## src/rtl/nlp16_pkg.sv

```systemverilog
// Shared types and constants for the nlp16 core: word width, instruction length,
// fetch FSM state encoding and PC arithmetic.
package nlp16_pkg;

  localparam int unsigned WORD_W     = 16;
  localparam int unsigned INST_WORDS = 2;

  typedef logic [WORD_W-1:0] word_t;

  typedef enum logic [1:0] {
    FETCH1 = 2'd0,
    FETCH2 = 2'd1,
    HOLD   = 2'd2,
    HALT   = 2'd3
  } fetch_state_t;

  // PC arithmetic wraps modulo 2^WORD_W
  function automatic word_t pc_add(input word_t pc, input int unsigned n);
    return pc + WORD_W'(n);
  endfunction

endpackage

```

## src/rtl/bus_watchdog.sv

```systemverilog
// Bus timeout counter: counts stalled request cycles and flags expiry on the
// cycle whose increment would reach TIMEOUT-1.
module bus_watchdog #(
  parameter int unsigned TIMEOUT = 16
) (
  input  logic clk,
  input  logic rst,
  input  logic clear,
  input  logic count_en,
  output logic expired
);

  localparam int unsigned CNT_W = $clog2(TIMEOUT) + 1;
  localparam logic [CNT_W-1:0] LAST_CNT = CNT_W'(TIMEOUT - 2);

  logic [CNT_W-1:0] count_q;
  logic [CNT_W-1:0] count_d;

  // Expiry is decoded from the count register and the current stall condition
  assign expired = count_en && (count_q == LAST_CNT);

  always_comb begin
    count_d = count_q;
    if (clear) begin
      count_d = '0;
    end else if (count_en && !expired) begin
      count_d = count_q + CNT_W'(1);
    end
  end

  always_ff @(posedge clk) begin
    if (rst) begin
      count_q <= '0;
    end else begin
      count_q <= count_d;
    end
  end

endmodule

```

## src/rtl/instruction_fetch.sv

```systemverilog
// Two-word instruction fetch: reads opcode/operand words from instruction memory,
// hands them to the decoder over valid/ready, and handles redirects and bus timeouts.
module instruction_fetch
  import nlp16_pkg::*;
#(
  parameter logic [15:0] RESET_PC = 16'h0000,
  parameter int unsigned TIMEOUT  = 16
) (
  input  logic        i_clk,
  input  logic        i_rst,
  output logic        o_mem_req,
  output logic [15:0] o_mem_addr,
  input  logic        i_mem_ack,
  input  logic [15:0] i_mem_rdata,
  input  logic        i_redirect,
  input  logic [15:0] i_redirect_pc,
  output logic [15:0] o_ir1,
  output logic [15:0] o_ir2,
  output logic [15:0] o_pc,
  output logic        o_valid,
  input  logic        i_ready,
  output logic        o_err
);

  fetch_state_t state_q, state_d;
  word_t        pc_q, pc_d;
  word_t        ir1_q, ir1_d;
  word_t        ir2_q, ir2_d;
  logic         valid_q, valid_d;
  logic         err_q, err_d;
  logic         run_q, run_d;

  logic ack_c;
  logic redirect_c;
  logic handshake_c;
  logic wd_clear_c;
  logic wd_count_c;
  logic wd_expired_c;

  // run_q keeps the request low for the first cycle after reset
  assign o_mem_req  = run_q && ((state_q == FETCH1) || (state_q == FETCH2));
  assign o_mem_addr = (state_q == FETCH2) ? pc_add(pc_q, 1) : pc_q;

  assign ack_c       = o_mem_req && i_mem_ack;
  assign redirect_c  = i_redirect && (state_q != HALT);
  assign handshake_c = valid_q && i_ready;
  assign wd_count_c  = o_mem_req && !i_mem_ack;
  assign wd_clear_c  = ack_c || redirect_c || (state_d != state_q);

  bus_watchdog #(
    .TIMEOUT (TIMEOUT)
  ) u_watchdog (
    .clk      (i_clk),
    .rst      (i_rst),
    .clear    (wd_clear_c),
    .count_en (wd_count_c),
    .expired  (wd_expired_c)
  );

  always_comb begin
    state_d = state_q;
    pc_d    = pc_q;
    ir1_d   = ir1_q;
    ir2_d   = ir2_q;
    valid_d = valid_q;
    err_d   = err_q;
    run_d   = 1'b1;

    // Redirect beats any ack or handshake in the same cycle
    if (redirect_c) begin
      state_d = FETCH1;
      pc_d    = i_redirect_pc;
      valid_d = 1'b0;
    end else begin
      unique case (state_q)
        FETCH1: begin
          if (ack_c) begin
            ir1_d   = i_mem_rdata;
            state_d = FETCH2;
          end else if (wd_expired_c) begin
            state_d = HALT;
            err_d   = 1'b1;
          end
        end
        FETCH2: begin
          if (ack_c) begin
            ir2_d   = i_mem_rdata;
            valid_d = 1'b1;
            state_d = HOLD;
          end else if (wd_expired_c) begin
            state_d = HALT;
            err_d   = 1'b1;
          end
        end
        HOLD: begin
          if (handshake_c) begin
            valid_d = 1'b0;
            pc_d    = pc_add(pc_q, INST_WORDS);
            state_d = FETCH1;
          end
        end
        HALT: begin
          valid_d = 1'b0;
          err_d   = 1'b1;
        end
        default: begin
          state_d = HALT;
          err_d   = 1'b1;
        end
      endcase
    end
  end

  always_ff @(posedge i_clk) begin
    if (i_rst) begin
      state_q <= FETCH1;
      pc_q    <= RESET_PC;
      ir1_q   <= '0;
      ir2_q   <= '0;
      valid_q <= 1'b0;
      err_q   <= 1'b0;
      run_q   <= 1'b0;
    end else begin
      state_q <= state_d;
      pc_q    <= pc_d;
      ir1_q   <= ir1_d;
      ir2_q   <= ir2_d;
      valid_q <= valid_d;
      err_q   <= err_d;
      run_q   <= run_d;
    end
  end

  assign o_ir1   = ir1_q;
  assign o_ir2   = ir2_q;
  assign o_pc    = pc_q;
  assign o_valid = valid_q;
  assign o_err   = err_q;

endmodule
```

## config.mk

```make
export PLATFORM = sky130hd
export DESIGN_NAME = instruction_fetch
export DESIGN_NICKNAME = d
export VERILOG_FILES = /design/src/rtl/nlp16_pkg.sv /design/src/rtl/bus_watchdog.sv /design/src/rtl/instruction_fetch.sv
export SDC_FILE = /design/constraint.sdc
export NUM_CORES = 1
export LEC_CHECK = 0
export CORE_ASPECT_RATIO = 0.6
export CORE_MARGIN = 4
export CORE_UTILIZATION = 30
export CTS_CLUSTER_DIAMETER = 120
export DETAILED_ROUTE_END_ITERATION = 8
export HOLD_SLACK_MARGIN = 0.02
export PLACE_DENSITY = 0.7
export REMOVE_ABC_BUFFERS = 1
export SKIP_CTS_REPAIR_TIMING = 1
export SLEW_MARGIN = 20
export SYNTH_ARGS = -nofsm -noshare
export SYNTH_HDL_FRONTEND = slang
export SYNTH_SLANG_ARGS = --single-unit
```

## constraint.sdc

```tcl
create_clock -name i_clk -period 1.8 [get_ports i_clk]
set_clock_uncertainty 0.2 [all_clocks]
set_input_delay 0.36 -clock i_clk [delete_from_list [all_inputs] [get_ports i_clk]]
set_output_delay 0.36 -clock i_clk [all_outputs]
set_load 0.05 [all_outputs]
```

==> flow_summary.ini <==
[critical_path]
crit_path_required_time_ns = 1.24
timing.critical_path.depth = 6
startpoint = o_pc[2]
worstPathMaxFanout = 3
crit_type = reg2out
r2r_start = o_pc[2]
worstPathArrival_ns = 1.82
start_kind = register
worst_setup_path_end_kind = primary output
worst-r2r-setup-slack_ns = -0.20
cpLargestDelayFamily = simple AND/OR/NAND/NOR gates
critPathMaxStageDelay_ns = 0.36
critical_path_cell_by_cell = ha_4, and4_4, nand4_4, nor2_2, xor2_1, buf_12
worst-r2r-cell-count = 6
critPathCapture = o_mem_addr[11]
worst_path_max_delay_cell = sky130_fd_sc_hd__dfxtp_2
r2r-end = o_pc[11]
worst-path-buf-inv = 1

[status]
violations = negative setup slack
run_status = finished, violations left

[drt]
detail_route.first_pass.iterations = 5
drt-initial-drc-count = 295
route.vias.total = 3412
post-route-drc-count = 0
detail_route.wl_per_cell_um = 17.5
routed_via_density = 5.15
routed_wirelength_mm = 11.6
remaining_antenna_violation_count = 0

[die]
dieArea_mm2 = 0.0118
placeableCoreArea_mm2 = 0.00984
initial_core_util_pct = 30.6
die_height_um = 85.7
pin_count = 104
chipWidth_um = 137
rows = 28

[power]
internal_power_component_mw = 2.90
switching_share_pct = 27.8
worst_ir_drop_vdd_mv = 0.433
p_leak_nw = 2.37
post-layout-total-power_mw = 4.02
switchingPower_mw = 1.12
clockPowerShare_pct = 42.8
p_seq_share_pct = 33.9
power_per_cell_area_mw_per_mm2 = 690
combPwrFrac_pct = 23.4

[timing]
holdWs_ns = 0.124
grt_setup_unrepaired = yes
timing.final.crit_period_ns = 2.38
layout_worst_path_cycle_share_pct = 132
final-max-slew-violation-count = 0
final.setup.worst_slack_ns = -0.583
maxSlewHeadroom_pct = 66.6
max_slew.worst_pin.slew_ns = 0.498
final_hold_viol_count = 0
fmax_ghz = 0.420
final.setup.tns_ns = -7.48
timing.final.setup_violations = 21

[placed_design]
hpwlAfterDp_mm = 7.71
routability_congestion = 0.878
port_buffers = 103
placed_cell_area_mm2 = 0.00481
pre_cts_slack_ns = -0.433

[yosys]
synth_cell_type_count = 53
number_of_synthesized_flops_with_an_enable_pin = 0
syn-mean-instance-area_um2 = 8.47
post_synth_instance_area_mm2 = 0.00302
synthArstFlopShare_pct = 0
yosys_warnings = 0
synth_area_leader_cell = sky130_fd_sc_hd__dfxtp_1
post-synth-top-area-fraction_pct = 38.5
synth_cells = 356
largest_cells_by_area_after_synthesis = sky130_fd_sc_hd__dfxtp_1 (39%), sky130_fd_sc_hd__nand2_1 (6.2%), sky130_fd_sc_hd__a21oi_1 (5.8%)
dominantRegCellSynth = sky130_fd_sc_hd__dfxtp_1
synth.ff_latch_count = 58
seq_area_frac_synth_pct = 38.5

[cells_and_area]
fill_cells = 804
area_delta_synth_final_pct = 93.2
final-seq-area_mm2 = 0.00118
multiInputGateArea_mm2 = 0.00208
layout.nets = 563
post-route-cell-area_mm2 = 0.00582
n_antenna_cell = 0
layout-drive-gt1-share_pct = 44.6

[clock_tree]
cts_buffers = 9
clkLatencyLatePin_ns = 0.32
cts-htree-levels = 3
cts_sinks = 58
cts.root.buffer_cell = sky130_fd_sc_hd__clkbuf_16
clk_pin_slew_ns = 0.05
clockBufferDepth = 2
tritoncts = yes

[grt]
grt_start_max_net_pins = 29
grt_usage_pct = 16.4
grt_pass1_vias = 3051
grt_pass1_wl_mm = 15.4
initial_antenna_violation_count = 0
gr-total-overflow = 0

[min_path]
worst_hold_path_type = in2reg

[flow_run]
max_cap_violations = 0
power groups by stage:
| stage | clock (mW) | sequential [mW] | combinational [mW] |
|---|---|---|---|
| floorplan | 0 | 1.52 | 0.213 |
| global placement | 0 | 1.38 | 0.833 |
| detailed placement | 0 | 1.38 | 0.842 |
| CTS | 1.75 | 1.35 | 0.845 |
| global route | 1.81 | 1.36 | 0.979 |
| finish | 1.72 | 1.36 | 0.940 |
logic make-up (layout without fill, tap and decap cells):
logic type,count (synthesis),after routing,synth area share [%]
mux,17,17,5.68
buf+inv,34,204,8.09
flops,58,58,38.5
xor+xnor,19,19,5.52
fa+ha+maj,4,4,1.66
simple gates,147,147,25.4
compound gates,77,78,15.1
worst min-delay path by stage:
stage,from,end,slack [ns],depth (start not counted)
floorplan,i_rst,o_err,0.23,1
global placement,o_ir1[2],o_ir1[2],0.24,2
detailed placement,o_ir1[4],o_ir1[4],0.25,2
CTS,i_rst,o_pc[11],0.11,2
global route,i_rst,state_q[0],0.14,2
finish,i_rst,state_q[0],0.12,2
cells in the final DEF (no fill, tap or decap), drive strengths merged, types with 9 or more instances in the layout:
cell,count
a21oi,35
buf,146
clkbuf,13
clkdlybuf4s50,32
dfxtp,58
mux2i,16
nand2,50
nand3,13
nor2,28
nor3,15
o21ai,18
xnor2,10
xor2,9
per-layer routing:
metal / GRT usage (%) / vias up / wire length, µm
met2: 23.1 / 136 / 5360
li1: - / 1596 / -
met3: 4.45 / 14 / 779
met4: 3.71 / 0 / 114
met5: 0 / - / 0
met1: 24.8 / 1666 / 5320
cell type report:
type                       count  area share (%)
clock inverter                 5           0.902
sequential                    58            20.2
multi-input combinational    265            35.7
tap                          135            2.90
inverter                       5           0.365
clock buffer                  11            4.34
timing repair buffer         183            35.6
metrics by stage:
stage	utilization [%]	std cells
global route	59.2	662
detailed placement	48.9	626
floorplan	-	327
CTS	52.0	642
finish	59.2	662
global placement	48.9	626
flip-flops by register name, summed over array words and instances (netlist names):
| register | count |
|---|---|
| o_err | 1 |
| state_q | 2 |
| o_ir1 | 16 |
| run_q | 1 |
| o_pc | 16 |
| o_valid | 1 |
| u_watchdog.count_q | 5 |
| o_ir2 | 16 |
synthesized netlist by cell type, types with 8 or more instances:
master,instances
sky130_fd_sc_hd__nand2_1,50
sky130_fd_sc_hd__dfxtp_1,58
sky130_fd_sc_hd__xor2_1,9
sky130_fd_sc_hd__nand3_1,13
sky130_fd_sc_hd__buf_6,8
sky130_fd_sc_hd__nor2_1,28
sky130_fd_sc_hd__o21ai_0,12
sky130_fd_sc_hd__mux2i_1,16
sky130_fd_sc_hd__a21oi_1,35
sky130_fd_sc_hd__nor3_1,13
sky130_fd_sc_hd__xnor2_1,10
sky130_fd_sc_hd__buf_2,9
No activity file was read; power rests on OpenSTA's default activity.
